$ cat config.mk
export PLATFORM = sky130hd
export DESIGN_NAME = calculator_keypad
export DESIGN_NICKNAME = d
export VERILOG_FILES = /design/src/rtl/calculator_keypad_pkg.sv /design/src/rtl/calculator_keypad_scan.sv /design/src/rtl/calculator_keypad.sv
export SDC_FILE = /design/constraint.sdc
export NUM_CORES = 1
export LEC_CHECK = 0
export BUFFER_PORTS_ARGS = -buffer_cell sky130_fd_sc_hd__buf_4
export CAP_MARGIN = 25
export CORE_UTILIZATION = 40
export DETAILED_ROUTE_END_ITERATION = 7
export GPL_ROUTABILITY_DRIVEN = 0
export GPL_TIMING_DRIVEN = 0
export HOLD_SLACK_MARGIN = 0.08
export SYNTH_ARGS = -nofsm -noshare
export SYNTH_HDL_FRONTEND = slang
export SYNTH_SLANG_ARGS = --single-unit
$ cat constraint.sdc
create_clock -name clk -period 2.6 [get_ports clk]
set_input_delay 0.26 -clock clk [delete_from_list [all_inputs] [get_ports clk]]
set_output_delay 0.26 -clock clk [all_outputs]
set_load 0.005 [all_outputs]
$ cat src/rtl/calculator_keypad_pkg.sv
// Shared key codes, operator encodings and FSM state types for the calculator input path.
package calculator_pkg;

  localparam logic [3:0] KEY_ADD = 4'hA;
  localparam logic [3:0] KEY_SUB = 4'hB;
  localparam logic [3:0] KEY_MUL = 4'hC;
  localparam logic [3:0] KEY_DIV = 4'hD;
  localparam logic [3:0] KEY_CLR = 4'hE;
  localparam logic [3:0] KEY_EQ  = 4'hF;

  localparam logic [1:0] OP_ADD = 2'b00;
  localparam logic [1:0] OP_SUB = 2'b01;
  localparam logic [1:0] OP_MUL = 2'b10;
  localparam logic [1:0] OP_DIV = 2'b11;

  typedef enum logic [1:0] {SCAN, DEBOUNCE, PRESSED} scan_state_t;
  typedef enum logic [1:0] {ENTER_A, ENTER_B, SHOW} entry_state_t;

  function automatic logic is_digit(input logic [3:0] k);
    return (k <= 4'h9);
  endfunction

  function automatic logic is_op_key(input logic [3:0] k);
    return (k >= KEY_ADD) && (k <= KEY_DIV);
  endfunction

  // A..D map onto 00..11 by flipping bit 1 of the low two code bits.
  function automatic logic [1:0] key_to_op(input logic [3:0] k);
    return k[1:0] ^ 2'b10;
  endfunction

endpackage

$ cat src/rtl/calculator_keypad_scan.sv
// Row scanner and press/release debouncer for a 4x4 active-low matrix keypad.
module keypad_scan
  import calculator_pkg::*;
#(
  parameter int SCAN_DIV       = 20000,
  parameter int DEBOUNCE_SCANS = 4
) (
  input  logic       clk,
  input  logic       rst_n,
  input  logic [3:0] key_col,
  output logic [3:0] key_row,
  output logic       key_valid,
  output logic [3:0] key_code
);

  localparam int CNT_W = (SCAN_DIV > 1) ? $clog2(SCAN_DIV) : 1;
  localparam int DB_W  = $clog2(DEBOUNCE_SCANS + 1) + 1;
  localparam logic [CNT_W-1:0] CNT_LAST = CNT_W'(SCAN_DIV - 1);
  localparam logic [DB_W-1:0]  DB_LAST  = DB_W'(DEBOUNCE_SCANS);

  logic [CNT_W-1:0] tick_cnt;
  logic             tick;
  scan_state_t      state;
  logic [1:0]       col_idx;
  logic [DB_W-1:0]  stable;
  logic [DB_W-1:0]  stable_next;

  // Lowest-index zero bit; used for both the sensed column and the driven row.
  function automatic logic [1:0] low_idx(input logic [3:0] v);
    if (!v[0])      return 2'd0;
    else if (!v[1]) return 2'd1;
    else if (!v[2]) return 2'd2;
    else            return 2'd3;
  endfunction

  assign tick        = (tick_cnt == CNT_LAST);
  assign stable_next = stable + 1'b1;

  always_ff @(posedge clk) begin
    if (!rst_n)    tick_cnt <= '0;
    else if (tick) tick_cnt <= '0;
    else           tick_cnt <= tick_cnt + 1'b1;
  end

  // stable doubles as the release counter while in PRESSED.
  always_ff @(posedge clk) begin
    if (!rst_n) begin
      state     <= SCAN;
      key_row   <= 4'b1110;
      col_idx   <= 2'd0;
      stable    <= '0;
      key_valid <= 1'b0;
      key_code  <= 4'h0;
    end else begin
      key_valid <= 1'b0;
      if (tick) begin
        case (state)
          SCAN: begin
            if (key_col == 4'hF) begin
              key_row <= {key_row[2:0], key_row[3]};
            end else begin
              col_idx <= low_idx(key_col);
              if (DEBOUNCE_SCANS <= 1) begin
                key_valid <= 1'b1;
                key_code  <= {low_idx(key_row), low_idx(key_col)};
                stable    <= '0;
                state     <= PRESSED;
              end else begin
                stable <= DB_W'(1);
                state  <= DEBOUNCE;
              end
            end
          end
          DEBOUNCE: begin
            if (!key_col[col_idx]) begin
              if (stable_next >= DB_LAST) begin
                key_valid <= 1'b1;
                key_code  <= {low_idx(key_row), col_idx};
                stable    <= '0;
                state     <= PRESSED;
              end else begin
                stable <= stable_next;
              end
            end else begin
              state <= SCAN;
            end
          end
          PRESSED: begin
            if (key_col == 4'hF) begin
              if (stable_next >= DB_LAST) state <= SCAN;
              else                        stable <= stable_next;
            end else begin
              stable <= '0;
            end
          end
          default: state <= SCAN;
        endcase
      end
    end
  end

endmodule

$ cat src/rtl/calculator_keypad.sv
// Calculator input end: keypad scanning plus operand/operator entry and display selection.
module calculator_keypad
  import calculator_pkg::*;
#(
  parameter int SCAN_DIV       = 20000,
  parameter int DEBOUNCE_SCANS = 4
) (
  input  logic        clk,
  input  logic        rst_n,
  input  logic [3:0]  key_col,
  input  logic [31:0] cal_result,
  output logic [3:0]  key_row,
  output logic        key_valid,
  output logic [3:0]  key_code,
  output logic [31:0] operand_a,
  output logic [31:0] operand_b,
  output logic [1:0]  op,
  output logic        calc_go,
  output logic [31:0] disp_value
);

  entry_state_t state;
  logic [3:0]   digit_cnt;

  keypad_scan #(
    .SCAN_DIV       (SCAN_DIV),
    .DEBOUNCE_SCANS (DEBOUNCE_SCANS)
  ) u_scan (
    .clk       (clk),
    .rst_n     (rst_n),
    .key_col   (key_col),
    .key_row   (key_row),
    .key_valid (key_valid),
    .key_code  (key_code)
  );

  // digit_cnt is shared: it counts digits of whichever operand is being typed.
  always_ff @(posedge clk) begin
    if (!rst_n) begin
      state     <= ENTER_A;
      operand_a <= 32'h0;
      operand_b <= 32'h0;
      op        <= OP_ADD;
      digit_cnt <= 4'd0;
      calc_go   <= 1'b0;
    end else begin
      calc_go <= 1'b0;
      if (key_valid) begin
        if (key_code == KEY_CLR) begin
          operand_a <= 32'h0;
          operand_b <= 32'h0;
          op        <= OP_ADD;
          digit_cnt <= 4'd0;
          state     <= ENTER_A;
        end else begin
          case (state)
            ENTER_A: begin
              if (is_digit(key_code)) begin
                if (digit_cnt < 4'd8) begin
                  operand_a <= {operand_a[27:0], key_code};
                  digit_cnt <= digit_cnt + 4'd1;
                end
              end else if (is_op_key(key_code)) begin
                op        <= key_to_op(key_code);
                operand_b <= 32'h0;
                digit_cnt <= 4'd0;
                state     <= ENTER_B;
              end
            end
            ENTER_B: begin
              if (is_digit(key_code)) begin
                if (digit_cnt < 4'd8) begin
                  operand_b <= {operand_b[27:0], key_code};
                  digit_cnt <= digit_cnt + 4'd1;
                end
              end else if (is_op_key(key_code)) begin
                op <= key_to_op(key_code);
              end else begin
                calc_go <= 1'b1;
                state   <= SHOW;
              end
            end
            SHOW: begin
              if (is_digit(key_code)) begin
                operand_a <= {28'h0, key_code};
                operand_b <= 32'h0;
                digit_cnt <= 4'd1;
                state     <= ENTER_A;
              end else if (is_op_key(key_code)) begin
                operand_a <= cal_result;
                op        <= key_to_op(key_code);
                operand_b <= 32'h0;
                digit_cnt <= 4'd0;
                state     <= ENTER_B;
              end else begin
                calc_go <= 1'b1;
              end
            end
            default: state <= ENTER_A;
          endcase
        end
      end
    end
  end

  always_comb begin
    disp_value = operand_a;
    case (state)
      ENTER_B: disp_value = operand_b;
      SHOW:    disp_value = cal_result;
      default: disp_value = operand_a;
    endcase
  end

endmodule

==> results of run 1 <==
-- metal layers --
layer  part of all wire [%]  vias up  GRT usage (%)
met5                      0        -              0
met4                    2.5        0          11.90
met3                    8.8       37          4.705
met2                     45      363          44.55
met1                     44     2997          39.85
li1                       -     2875              -
-- final timing paths --
kind,cells after the start,to,start,slack (ns)
hold / removal,3,operand_a[2]$_SDFFE_PN0P_,cal_result[2],0.25
setup reg to reg,9,operand_b[25]$_SDFFE_PN0P_,state[1]$_SDFFE_PN0P_,0.28
setup / recovery,7,disp_value[16],state[0]$_SDFFE_PN0P_,0.10
hold reg to reg,1,u_scan.tick_cnt[0]$_SDFF_PP0_,u_scan.tick_cnt[0]$_SDFF_PP0_,0.46
-- cell type report --
class / count / area (um2) / area share, %
Sequential cell: 105 / 2102 / 27.81
Clock inverter: 5 / 78.83 / 1.043
Multi-Input combinational cell: 514 / 3470 / 45.91
Timing Repair Buffer: 144 / 1081 / 14.30
Inverter: 14 / 52.55 / 0.6954
Clock buffer: 11 / 242.7 / 3.212
Buffer: 55 / 305.3 / 4.040
Tap cell: 180 / 225.2 / 2.980
-- cell families after synthesis --
kind of cell / count (synthesis) / share of synthesized area (%)
AO/OA/AOI/OAI: 243 / 30.69
AND/OR/NAND/NOR: 229 / 20.65
flip-flops: 105 / 35.66
XOR/XNOR: 15 / 2.229
adder cells (fa/ha/maj): 13 / 2.696
buffers and inverters: 69 / 5.477
multiplexers: 14 / 2.590
-- worst min-delay path: cells and delay by family --
| kind | cells | cell delay (ns) |
|---|---|---|
| compound gates | 1 | 0.16 |
| buf+inv | 1 | 0.08 |
| mux | 1 | 0.06 |
-- metrics by stage --
step	area (um2)	TNS (ns)	setup slack (ns)	power (mW)	std cells
floorplan	5894	0	0.6712	1.702	688
global placement	7201	-0.1444	-0.06727	1.782	1012
detailed placement	7201	-0.7427	-0.1205	1.783	1012
CTS	7550	0	0.06903	3.260	1028
global route	7557	0	0.01100	3.335	1028
finish	7557	0	0.1028	3.232	1028
-- sequential cells by signal, indices dropped and copies added (netlist names) --
register,flops
op,2
u_scan.col_idx,2
u_scan.state,2
digit_cnt,4
u_scan.stable,4
u_scan.key_row,4
u_scan.key_valid,1
u_scan.key_code,4
calc_go,1
state,2
operand_b,32
u_scan.tick_cnt,15
operand_a,32
-- where the power goes --
| part | internal (mW) | switching (mW) | total, mW |
|---|---|---|---|
| clock network | 0.870 | 0.613 | 1.48 |
| logic | 0.0513 | 0.0830 | 0.134 |
| registers | 1.61 | 0.00361 | 1.61 |
-- placed cells by master, fill, tap and decap left out, drive strengths merged, types with 6 or more instances in the layout --
cell type,n
buf,176
dfxtp,105
a21oi,72
nor2,61
nand2,45
nand3,44
o31ai,34
clkbuf,34
a22oi,33
a31oi,31
nor2b,29
o21ai,24
inv,14
mux2i,13
a22o,13
ha,11
nor3,11
xor2,8
xnor2,7
o21a,7
and3,6
and2,6
-- timing repair --
| action | 4_1_cts | 5_1_grt |
|---|---|---|
| setup endpoints to repair | 32 | 18 |
| hold buffers | 0 | 0 |
| resized for setup | 18 | 8 |
==> results.toml, run 1 <==
[die]
die_y_um = 123.4
fp-row-count = 43
ios = 146
core_area_mm2 = 0.01415
die-area_mm2 = 0.01523
die_width_um = 123.4
initial_core_util_pct = 41.66

[routing]
wl_per_cell_um = 21.39
firstDrtPassIters = 5
drc = 0
viasPerCell = 6.101
drtAntennaViolNets = 0
via_count = 6272
initialDrtViolationCount = 530
wl_um = 21990

[finish]
antenna_cells = 0
fillCellCount = 1354
utilization_pct = 53.41
synthToLayoutAreaGrowth_pct = 28.21
drive_gt1_share_pct = 29.60
num-nets-final = 892

[sta]
finalCritPeriodShare_pct = 96.04
relSlewSlack_pct = 49.84
worst_pin_slew_ns = 0.7524
max_freq_mhz = 400.5
slew_viol_final = 0
hold_slack_ns = 0.2503
period_needed_ns = 2.497
finalSetupViolations = 0
final_hold_viol_count = 0
finClkSkew_ns = 0.007722
rsz0062_at_grt = "false"

[critical_path]
path_max_fanout = 10
critical_path_required_ns = 2.34
cp_data_arrival_time_ns = 2.24
critPathKind = "reg2out"
critPathTopFamily = "buffers and inverters"
cpPeakStageDelay_ns = 0.33
cp-end-kind = "primary output"
cp_slowest_cell = "dfxtp_1"
path_buf_inv = 4
path_cells = "inv_1, ha_1, clkbuf_2, clkbuf_2, a22oi_1, a21oi_1, buf_4"
path_common_cell = "clkbuf_2"
crit_path_start_kind = "register"

[power]
powerDensity_mw_per_mm2 = 427.6
cellLeakagePower_nw = 3.017
vdd_drop_max_uv = 260.3

[synth]
async_flop_share_pct = 0
syn_area_mm2 = 0.005894
synthCells = 688
synth_edf_count = 0
yosysTopAreaCell = "dfxtp_1"
synth_cell_types = 69
synth-warning-count = 0
synth_nets = 737
synth_area_leaders = "dfxtp_1 36%, a21oi_1 5.9%, o31ai_2 5.7%"
avgSynthCellArea_um2 = 8.567
ys.flop_type = "dfxtp_1"
ys_seq_elements = 105
yosys-top-cells-count = "105 x dfxtp_1, 69 x a21oi_1, 61 x nor2_1, 45 x nand2_1, 44 x nand3_1"
synth_top_area_share_pct = 35.66
yosysSeqAreaShare_pct = 35.66
synthMostInstantiatedCell = "dfxtp_1"

[clock_tree]
clock_latency_ns = 0.35
cts_root_buffer = "clkbuf_16"
h-tree-depth = 3
cts_tree = "built"
cts_sinks = 105
post_cts.repair.setup_buffers = 0
numCtsBuffers = 9
cts_buffer_depth = 2
clkTransAtPathRegs_ns = 0.07

[global_routing]
grt-ovfl-total = 0
grt_pass1_vias = 5749
antenna_found_initial = 0
grt_pass1_wl_um = 33000
grt_start_max_net_pins = 17
grt_use_total_pct = 28.88

[job]
max_cap_viol_count = 0

[worst_hold_path]
hold_class = "in2reg"

[outcome]
status = "finished clean"

[place]
hpwl_um = 16200
portBuffers = 144
(Power assumes the default switching activity.)
==> run 2: changes to the inputs <==
--- a/config.mk
+++ b/config.mk
@@ -14,4 +14,5 @@
 export HOLD_SLACK_MARGIN = 0.08
 export SYNTH_ARGS = -nofsm -noshare
 export SYNTH_HDL_FRONTEND = slang
+export SYNTH_HIERARCHICAL = 1
 export SYNTH_SLANG_ARGS = --single-unit
==> run 2 against run 1 <==
Global-route usage down 3.9 points; highest routed layer unchanged; sequential cell count unchanged; combinational power down 14%; clock power down 3%; critical path type unchanged.
==> results.toml, run 2 <==
[critical_path]
crit_path_start_kind = "register"
cp-end-kind = "primary output"
r2r.worst_path.cells = 5
path_max_fanout = 10
critPathKind = "reg2out"
cp_data_arrival_time_ns = 2.21
critical_path_required_ns = 2.34

[routing]
drtAntennaViolNets = 0
wl_per_cell_um = 18.49
wl_um = 17680
via_count = 5535
drc = 0
firstDrtPassIters = 5
viasPerCell = 5.790
initialDrtViolationCount = 464

[global_routing]
grt_use_total_pct = 25.00
grt_pass1_vias = 5081
grt_pass1_wl_um = 27770
antenna_found_initial = 0
grt-ovfl-total = 0
grt_start_max_net_pins = 17

[synth]
yosysSeqAreaShare_pct = 38.75
ys_seq_elements = 105
synth_compound_area_share_pct = 31.09
synth_top_family_by_area = "compound AO/OA/AOI/OAI gates"
async_flop_share_pct = 0
syn_area_mm2 = 0.005425
synth_xor_xnor_area_share_pct = 2.422
synth_cell_types = 66
yosys-top-cells-count = "105 x dfxtp_1, 64 x nand2_1, 59 x nor2_1, 45 x a21oi_1, 32 x a22o_1"
synthCells = 620
synth-adder-area-share_pct = 2.537
synth_edf_count = 0
avgSynthCellArea_um2 = 8.750
ys.flop_type = "dfxtp_1"
synth_nets = 669
synth-simple-area-share_pct = 16.49
synth-warning-count = 6
synth_top_area_share_pct = 38.75
synthMostInstantiatedCell = "dfxtp_1"
synthMuxAreaShare_pct = 2.998
synth_area_leaders = "dfxtp_1 39%, a22o_1 5.2%, o211a_1 5.0%"
yosysTopAreaCell = "dfxtp_1"

[place]
hpwl_um = 13340
dp_cells = 941
portBuffers = 145

[die]
fp-row-count = 42
die_y_um = 118.5
core_area_mm2 = 0.01324
ios = 146
die_width_um = 118.5
die-area_mm2 = 0.01403
initial_core_util_pct = 40.97

[power]
powerDensity_mw_per_mm2 = 449.0
power.total_mw = 3.171
cellLeakagePower_nw = 3.158
internal-power_mw = 2.504
switching_share_pct = 21.05
pwr-share-comb_pct = 3.6
seqPwrFrac_pct = 51.0
clkPwrFrac_pct = 45.4
vdd_drop_max_uv = 262.8
power_switching_uw = 667.5

[clock_tree]
clock_latency_ns = 0.35
h-tree-depth = 3
cts_tree = "built"
post_cts.repair.setup_buffers = 0
cts_buffer_depth = 2
numCtsBuffers = 9
hold_buffers = 0
clkTransAtPathRegs_ns = 0.07
cts_sinks = 105
cts_root_buffer = "clkbuf_16"

[finish]
reg.largest.list = "operand_a: 32 flops, operand_b: 32 flops, u_scan/tick_cnt: 15 flops"
synthToLayoutAreaGrowth_pct = 30.19
num-nets-final = 824
drive_gt1_share_pct = 26.28
final_cell_mix = "148 x buf_4, 105 x dfxtp_1, 64 x nand2_1"
layout_commonest_cell = "buf_4"
antenna_cells = 0
utilization_pct = 53.34
final_cells = 956

[worst_hold_path]
min_path_cells = 3
hold_class = "in2reg"

[sta]
slew_viol_final = 0
hold_slack_ns = 0.2410
tns_ns = 0
finalSetupViolations = 0
worst_pin_slew_ns = 0.7896
period_needed_ns = 2.469
relSlewSlack_pct = 47.36
rsz0062_at_grt = "false"
max_freq_mhz = 405.1
finalCritPeriodShare_pct = 94.95
final_hold_viol_count = 0
finClkSkew_ns = 0.004891

[job]
max_cap_viol_count = 0

[outcome]
status = "finished clean"
run 2: changes by cell type in the layout (fill, tap and decap cells not counted), sizes merged, moves of 26 or more:
cell / delta
o31ai: -29
nor2b: -27
o211a: +27
a21oi: -27
a32oi: +26
a31oi: -26
run 2: stage by stage:
step	cell area, um2	setup slack (ns)
after global routing	7063	0.01565
final	7063	0.1312
after global placement	6734	-0.2024
after detailed placement	6734	-0.1794
after CTS	7056	0.06888
after floorplan	5425	0.6394
run 2: final timing paths:
check / endpoint / start / slack, ns
min reg2reg: u_scan/tick_cnt[0]$_SDFF_PP0_ / u_scan/tick_cnt[0]$_SDFF_PP0_ / 0.49
max reg2reg: operand_b[24]$_SDFFE_PN0P_ / u_scan/key_code[0]$_SDFFE_PN0P_ / 0.22
max: disp_value[25] / state[0]$_SDFFE_PN0P_ / 0.13
min: u_scan/state[0]$_SDFFE_PN0P_ / rst_n / 0.24
run 2: layout make-up:
type                            instances  area (um2)
Clock buffer                           10       229.0
Inverter                               19       71.32
Fill cell                            1307        6180
Clock inverter                          6       82.58
Sequential cell                       105        2102
Buffer                                 50       254.0
Multi-Input combinational cell        445        3015
Timing Repair Buffer                  145        1089
Tap cell                              176       220.2
run 2: cell families (layout without fill, tap and decap cells):
logic type      after synthesis  after routing
mux                          15             15
simple gates                190            190
flops                       105            105
fa+ha+maj                    11             11
xor+xnor                     15             15
compound gates              214            214
buf+inv                      70            230
run 2: power by group through the flow:
stage                     Clock, mW  Sequential, mW  Combinational [mW]
after floorplan                   0            1.65              0.0399
after global placement            0            1.65               0.113
after detailed placement          0            1.65               0.114
after CTS                      1.47            1.62               0.114
after global routing           1.54            1.62               0.123
final                          1.44            1.62               0.115
run 2: per-layer routing:
| metal | track usage [%] | vias up | routed length, um |
|---|---|---|---|
| li1 | - | 2649 | - |
| met1 | 33.91 | 2624 | 7866 |
| met2 | 39.12 | 234 | 7984 |
| met3 | 5.212 | 28 | 1493 |
| met4 | 9.098 | 0 | 334 |
| met5 | 0 | - | 0 |
run 2: what timing repair did:
item | CTS | global route
setup endpoints to repair | 32 | 28
resized for setup | 10 | 8
hold endpoints to repair | 0 | 0
run 2: worst max-delay path, stage by stage (launching register included):
cell      delay, ns
dfxtp_1        0.35
inv_1          0.10
ha_1           0.19
buf_2          0.24
clkbuf_4       0.25
clkbuf_4       0.26
a22oi_1        0.10
a21oi_1        0.22
buf_4          0.15
